`config.mk`:
```
export PLATFORM = sky130hd
export DESIGN_NAME = loader_scheduler
export DESIGN_NICKNAME = d
export VERILOG_FILES = /design/src/rtl/loader_scheduler.sv
export SDC_FILE = /design/constraint.sdc
export NUM_CORES = 1
export LEC_CHECK = 0
export CAP_MARGIN = 0
export CORE_UTILIZATION = 43
export DETAILED_ROUTE_END_ITERATION = 10
export GPL_TIMING_DRIVEN = 0
export PLACE_DENSITY = 0.87
export SLEW_MARGIN = 20
export SYNTH_ARGS = -nofsm -noshare
export SYNTH_HDL_FRONTEND = slang
export SYNTH_SLANG_ARGS = --single-unit
```
`constraint.sdc`:
```
create_clock -name CLK -period 4.4 [get_ports CLK]
set_input_delay 0.44 -clock CLK [delete_from_list [all_inputs] [get_ports CLK]]
set_output_delay 0.44 -clock CLK [all_outputs]
set_load 0.01 [all_outputs]
```
`src/rtl/loader_scheduler.sv`:
```
// loader_scheduler: runs the loaders selected in load_mask one at a time,
// lowest index first, and gives the active loader exclusive use of the single
// CPU data link while it is in WAIT.
//
// Loader handshake: a loader is started by a one-cycle ld_sig_on pulse and owns
// the CPU link until it raises ld_sig_done; ld_sig_done is only honoured from
// the active loader while in WAIT, and every other loader sees zero CPU strobes.
module loader_scheduler #(
  parameter int num_loaders    = 4,
  parameter int timeout_cycles = 1000000
) (
  input  logic                       CLK,
  input  logic                       RESET,
  input  logic                       start,
  input  logic [num_loaders-1:0]     load_mask,
  output logic                       busy,
  output logic                       done,
  output logic                       error,
  output logic [2:0]                 active_index,
  output logic [num_loaders-1:0]     ld_sig_on,
  input  logic [num_loaders-1:0]     ld_sig_done,
  input  logic [num_loaders-1:0]     ld_restart,
  input  logic [num_loaders-1:0]     ld_request_data,
  input  logic [8*num_loaders-1:0]   ld_init_index,
  input  logic [8*num_loaders-1:0]   ld_init_aux_info,
  output logic [num_loaders-1:0]     ld_data_ready,
  output logic [num_loaders-1:0]     ld_transmit_finished,
  output logic [7:0]                 ld_cpu_data_in,
  output logic                       restart,
  output logic                       request_data,
  output logic [7:0]                 init_index,
  output logic [7:0]                 init_aux_info,
  input  logic                       data_ready,
  input  logic                       transmit_finished,
  input  logic [7:0]                 cpu_data_in
);

  // The timer only ever holds 0..timeout_cycles-1: the limit test comes first.
  localparam int timer_w = (timeout_cycles > 1) ? $clog2(timeout_cycles) : 1;
  localparam logic [timer_w-1:0] timer_last =
    timer_w'((timeout_cycles > 0) ? timeout_cycles - 1 : 0);
  localparam bit timeout_en = (timeout_cycles != 0);

  typedef enum logic [2:0] {
    S_IDLE   = 3'd0,
    S_SCAN   = 3'd1,
    S_FIRE   = 3'd2,
    S_WAIT   = 3'd3,
    S_FINISH = 3'd4
  } state_t;

  state_t                 state;
  logic [num_loaders-1:0] remaining;
  logic [timer_w-1:0]     timer;
  logic [2:0]             scan_index;
  logic [num_loaders-1:0] scan_onehot;
  logic [num_loaders-1:0] active_mask;
  logic                   in_wait;

  assign busy           = (state != S_IDLE);
  assign in_wait        = (state == S_WAIT);
  assign ld_cpu_data_in = cpu_data_in;

  // Lowest pending loader: walk downwards so the lowest set bit wins.
  always_comb begin
    scan_index  = '0;
    scan_onehot = '0;
    for (int i = num_loaders - 1; i >= 0; i--) begin
      if (remaining[i]) begin
        scan_index     = 3'(i);
        scan_onehot    = '0;
        scan_onehot[i] = 1'b1;
      end
    end
  end

  // One-hot view of active_index, used for selection and for clearing remaining.
  always_comb begin
    active_mask = '0;
    for (int i = 0; i < num_loaders; i++) begin
      if (active_index == 3'(i)) active_mask[i] = 1'b1;
    end
  end

  // Loader-to-CPU mux: only the active loader is visible, and only in WAIT.
  always_comb begin
    restart       = 1'b0;
    request_data  = 1'b0;
    init_index    = '0;
    init_aux_info = '0;
    for (int i = 0; i < num_loaders; i++) begin
      if (in_wait && active_mask[i]) begin
        restart       = ld_restart[i];
        request_data  = ld_request_data[i];
        init_index    = ld_init_index[8*i +: 8];
        init_aux_info = ld_init_aux_info[8*i +: 8];
      end
    end
  end

  // CPU-to-loader strobes go only to the active loader, and only in WAIT.
  always_comb begin
    ld_data_ready        = '0;
    ld_transmit_finished = '0;
    if (in_wait) begin
      ld_data_ready        = active_mask & {num_loaders{data_ready}};
      ld_transmit_finished = active_mask & {num_loaders{transmit_finished}};
    end
  end

  // Batch sequencer with registered sig_on/done/error pulses.
  always_ff @(posedge CLK) begin
    if (RESET) begin
      state        <= S_IDLE;
      remaining    <= '0;
      timer        <= '0;
      active_index <= '0;
      ld_sig_on    <= '0;
      done         <= 1'b0;
      error        <= 1'b0;
    end else begin
      ld_sig_on <= '0;
      done      <= 1'b0;
      error     <= 1'b0;
      case (state)
        S_IDLE: begin
          if (start) begin
            remaining <= load_mask;
            state     <= S_SCAN;
          end
        end
        S_SCAN: begin
          if (remaining == '0) begin
            done  <= 1'b1;
            state <= S_FINISH;
          end else begin
            active_index <= scan_index;
            ld_sig_on    <= scan_onehot;
            state        <= S_FIRE;
          end
        end
        S_FIRE: begin
          timer <= '0;
          state <= S_WAIT;
        end
        S_WAIT: begin
          // Completion is checked first so it beats a same-cycle timeout.
          if (|(ld_sig_done & active_mask)) begin
            remaining <= remaining & ~active_mask;
            state     <= S_SCAN;
          end else if (timeout_en && (timer == timer_last)) begin
            remaining <= '0;
            error     <= 1'b1;
            state     <= S_IDLE;
          end else begin
            timer <= timer + timer_w'(1);
          end
        end
        S_FINISH: begin
          state <= S_IDLE;
        end
        default: begin
          state <= S_IDLE;
        end
      endcase
    end
  end

endmodule
```
# [Word-level counts from Yosys, hierarchy flattened]
# Index checks and enable logic that the tools add are counted.
[word_totals] inputBits=93 out_inout_bits=44 elab_cells=95 register_bits=36
[op_classes] eq_ne=11 n_reduce_logical=21 mux=44 addsub=1 n_bitwise=8
[ops] op="$mux 8" count=8
[ops] op="$mux 20" count=2
[ops] op="$pmux 20 s2" count=1
[ops] op="$mux 4" count=6
[ops] op="$mux 3" count=7
[ops] op="$add 20x1->20 const B" count=1
[ops] op="$eq 20x20->1 const B" count=1
[ops] op="$and 4x4->4" count=4
[ops] op="$mux 1" count=15
[ops] op="$eq 3x2->1 const B" count=4
[ops] op="$pmux 3 s4" count=1
[ops] op="$reduce_or 6->1" count=2
[ops] op="$pmux 4 s2" count=1
[ops] op="$reduce_or 4->1" count=2
[ops] op="$eq 3x1->1 const B" count=2
[ops] op="$logic_not 3->1" count=2
[ops] op="$mux 2" count=3
[ops] op="$ne 2x2->1 const B" count=3
[ops] op="$reduce_and 3->1" count=2
[ops] op="$reduce_or 5->1" count=1
[ops] op="$logic_and 1x1->1" count=4
[ops] op="$logic_not 4->1" count=1
[ops] op="$not 4->4" count=1
[ops] op="$reduce_and 2->1" count=2
[ops] op="6 further kinds" count=9

# [Longest topological paths before layout]
[logic_depth] ltp_word=7 depth_mapped=7 mapped_depth_nobuf=6

# [Least setup slack after synthesis]
# Ideal clock, no wire load.
[synth_path] path_kind="reg-to-reg" start="register active_index[0]" end="register timer[3]" setup_slack_ns=2.286 required_time_ns=4.330 path_stages_with_launch=7 arrival_ns=2.044 synth_period_minus_slack_ns=2.114 setup_ns=0.070 path_buffers=1 cell_sequence="dfxtp_1 buf_6 mux4_2 and2_4 a31o_4 or4_1 a21oi_1"
[synth_between] elab_chain_cells=6 word_cells_on_any_way=12 cone_classes="4 x eq/ne; 4 x mux; 1 x bitwise; 3 x reduce/logical"
[synth_lines] item="start: declaration" line_no="19" source="output logic [2:0] active_index,"
[synth_lines] item="start signal: assignment" line_no="137" source="active_index <= scan_index;"
[synth_lines] item="$eq 3x1->1, or another cell as far along" line_no="81" source="if (active_index == 3'(i)) active_mask[i] = 1'b1;"
[synth_lines] item="$mux 1" line_no="81"
[synth_lines] item="$and 4x4->4 (*)" line_no="148" source="if (|(ld_sig_done & active_mask)) begin"
[synth_lines] item="$reduce_or 4->1 (*)" line_no="148"
[synth_lines] item="$ne 2x2->1 (no line) (*)"
[synth_lines] item="$reduce_and 3->1 (no line) (*)"
[synth_lines] item="end signal: assignment" line_no="156" source="timer <= timer + timer_w'(1);"
[synth_lines] item="end: declaration" line_no="54" source="logic [timer_w-1:0] timer;"
# Mark *: on every way between the ends. The rest lies on a longest branch, timed or not.
# A chain may end at the register's enable or synchronous reset.

# [Worst setup path in the final report]
[layout_path] start="register active_index[0]" end="output init_index[4]"
[layout_between] elab_chain_cells=7 word_cells_on_any_way=16 cone_classes="3 x eq/ne; 8 x mux; 5 x reduce/logical"
[layout_lines] item="$logic_not 3->1" line_no="81"
[layout_lines] item="$mux 1" line_no="81"
[layout_lines] item="$logic_and 1x1->1" line_no="92" source="if (in_wait && active_mask[i]) begin"
[layout_lines] item="$mux 8 (3 in a row)" line_no="92"
[layout_lines] item="$mux 8 (*)" line_no="92"
[layout_lines] item="end: declaration" line_no="31" source="output logic [7:0] init_index,"
# Marks and branches as above.

==> flow_summary.yaml <==
finish:
  antenna_cells: 0
  final_cell_mix: "clkdlybuf4s50_1, dfxtp_1, nand2_1, and3_1"
  area_growth_pct: 58.4
  n_fill_cell: 464
  final_common_cell: "clkdlybuf4s50_1"
  design_area_mm2: 0.00401
  drive_gt1_frac: 0.100
  layout.nets: 532
sta:
  tightest_slew_ns: 0.711
  setup_tns_ns: 0
  hold_viol: 0
  slew_viol_final: 0
  fmax_ghz: 0.332
  fin_hold_ws_ns: 0.489
  period_needed_ns: 3.01
  grt_setup_unrepaired: "no"
  slew_headroom: 0.523
  setup_violations: 0
  finalCritPeriodShare: 0.685
  finalClockSkew_ns: 0.00885
cts:
  cts_buffers: 5
  cts_tree: "yes"
  cts_htree_levels: 2
  cts_hold_buf: 0
  path_clk_slew_ns: 0.08
  clock-sinks: 35
  cts_buffer_depth: 2
  cts_setup_buffers: 0
  cts_resized: 0
  insertion_delay_ns: 0.30
  root_buffer: "clkbuf_8"
drt:
  drc: 0
  drt-total-wl_um: 9190
  ant_nets: 0
  num_vias: 3123
  routedWlPerCell_um: 18.0
  drtPass1Iterations: 6
  via_per_inst: 6.11
  drt_iter0_drc: 263
logic_synthesis:
  syn-num-nets: 398
  synthCells: 304
  synth_ff_type: "dfxtp_1"
  synth_top_cell_by_area: "dfxtp_1"
  yosys_warnings: 0
  ys_top_cells_by_area: "dfxtp_1, mux4_2, and3_1, a21oi_1, nand2_1"
  ys_seq_elements: 35
  yosys.area.top_type_share: 0.277
  syn_area_mm2: 0.00253
  synth_edf_count: 0
  ys_seq_area_frac: 0.277
  ys_types: 44
  syn_area_per_cell_um2: 8.33
  async_flop_share: 0
placed_design:
  routabilityCongestion: 0.914
  portBuffers: 127
  place_area_mm2: 0.00389
  post-dp-hpwl_um: 7110
pwr:
  p_leak_nw: 1.37
  vdd_drop_max_mv: 0.229
  power.density_mw_per_mm2: 262
worst_setup_path:
  worstPathMaxFanout: 10
  arrival_ns: 2.57
  crit_type: "reg2out"
  end_kind: "primary output"
  critPathRequiredTime_ns: 3.96
  cp-start-kind: "flop"
  rrSetupSlack_ns: 1.91
status:
  outcome: "completed"
global_route:
  grt_pass1_wl_um: 14500
  grt_pass1_vias: 3042
  grt_max_degree: 12
  grt_use_total: 0.300
  grt_overflow: 0
  antenna_found_initial: 0
die:
  initial_core_util: 0.454
  fp.dieW_um: 78.7
  dieArea_mm2: 0.00620
  die_h_um: 78.7
  std_cell_rows: 27
  core-area_mm2: 0.00557
  io-pin-count: 137
job:
  cap_violations: 0
worst_hold_path:
  hp-class: "reg2reg"
-- layout make-up --
type | instances | area [um2] | area share
plain buffers | 32 | 170 | 0.0424
flip-flops and latches | 35 | 701 | 0.175
clock inverters | 2 | 35.0 | 0.00874
clock buffers | 6 | 82.6 | 0.0206
inverters | 6 | 22.5 | 0.00562
multi-input cells | 231 | 1640 | 0.408
repair buffers | 127 | 1270 | 0.317
well taps | 72 | 90.1 | 0.0225
-- through the flow --
step | worst slack (ns) | util | instances | total power [mW]
floorplan | 2.29 | - | 304 | 0.571
global placement | 1.70 | 0.698 | 503 | 0.733
detailed placement | 1.67 | 0.698 | 503 | 0.744
CTS | 1.39 | 0.719 | 511 | 1.04
global route | 1.27 | 0.719 | 511 | 1.10
finish | 1.39 | 0.719 | 511 | 1.05
-- power breakdown --
| part | leakage, nW | internal (mW) | switching (mW) |
|---|---|---|---|
| combinational | 1.02 | 0.204 | 0.190 |
| sequential | 0.284 | 0.332 | 0.0175 |
| clock | 0.0612 | 0.183 | 0.124 |
-- worst max-delay path, cell delays in order, from the launching register on --
cell,delay [ns]
dfxtp_1,0.36
buf_6,0.16
clkbuf_1,0.48
mux4_2,0.58
and3_1,0.19
clkdlybuf4s50_1,0.50
-- state kept, by name, summed over array words and instances (netlist names) --
register      flops
active_index      2
error             1
timer            20
ld_sig_on         4
state             3
done              1
remaining         4
-- layer usage --
| layer | wire [um] | GRT usage | part of all wire |
|---|---|---|---|
| met1 | 3520 | 0.351 | 0.38 |
| met2 | 4610 | 0.525 | 0.50 |
| met3 | 829 | 0.0724 | 0.090 |
| met4 | 221 | 0.119 | 0.024 |
| met5 | 0 | 0 | 0 |
-- logic make-up (layout without fill, tap and decap cells) --
logic type,after synthesis,after routing,share of synthesized area
AO/OA/AOI/OAI,66,66,0.165
XOR/XNOR,1,1,0.00346
adder cells (fa/ha/maj),1,1,0.00494
buffers and inverters,38,173,0.0761
flip-flops,35,35,0.277
multiplexers,19,19,0.169
other,1,1,0.00148
AND/OR/NAND/NOR,143,143,0.303
-- worst paths after layout --
check	startpoint	end	cells after the start
worst min register to register	timer[19]	timer[19]	2
worst min-delay path	timer[19]	timer[19]	2
worst max register to register	active_index[0]	timer[11]	6
worst max-delay path	active_index[0]	init_index[4]	5
-- cells in the mapped netlist (2+ instances only) --
cell      count
o21ai_0      10
o311ai_0      2
or4_1         7
o211ai_1      3
nand4_1       7
a211oi_1     10
inv_1         5
nor3_1       15
mux4_2       19
buf_4         9
nor4_1        6
nor2b_1       2
a21oi_1      21
nand3_1      15
and3_1       22
dfxtp_1      35
or3_1         9
a31oi_1      11
a21o_1        2
clkbuf_1     20
nand2_1      28
buf_6         2
nor2_1       21
nand2b_1      2
and2_1        2
No activity file was read; power rests on OpenSTA's default activity.
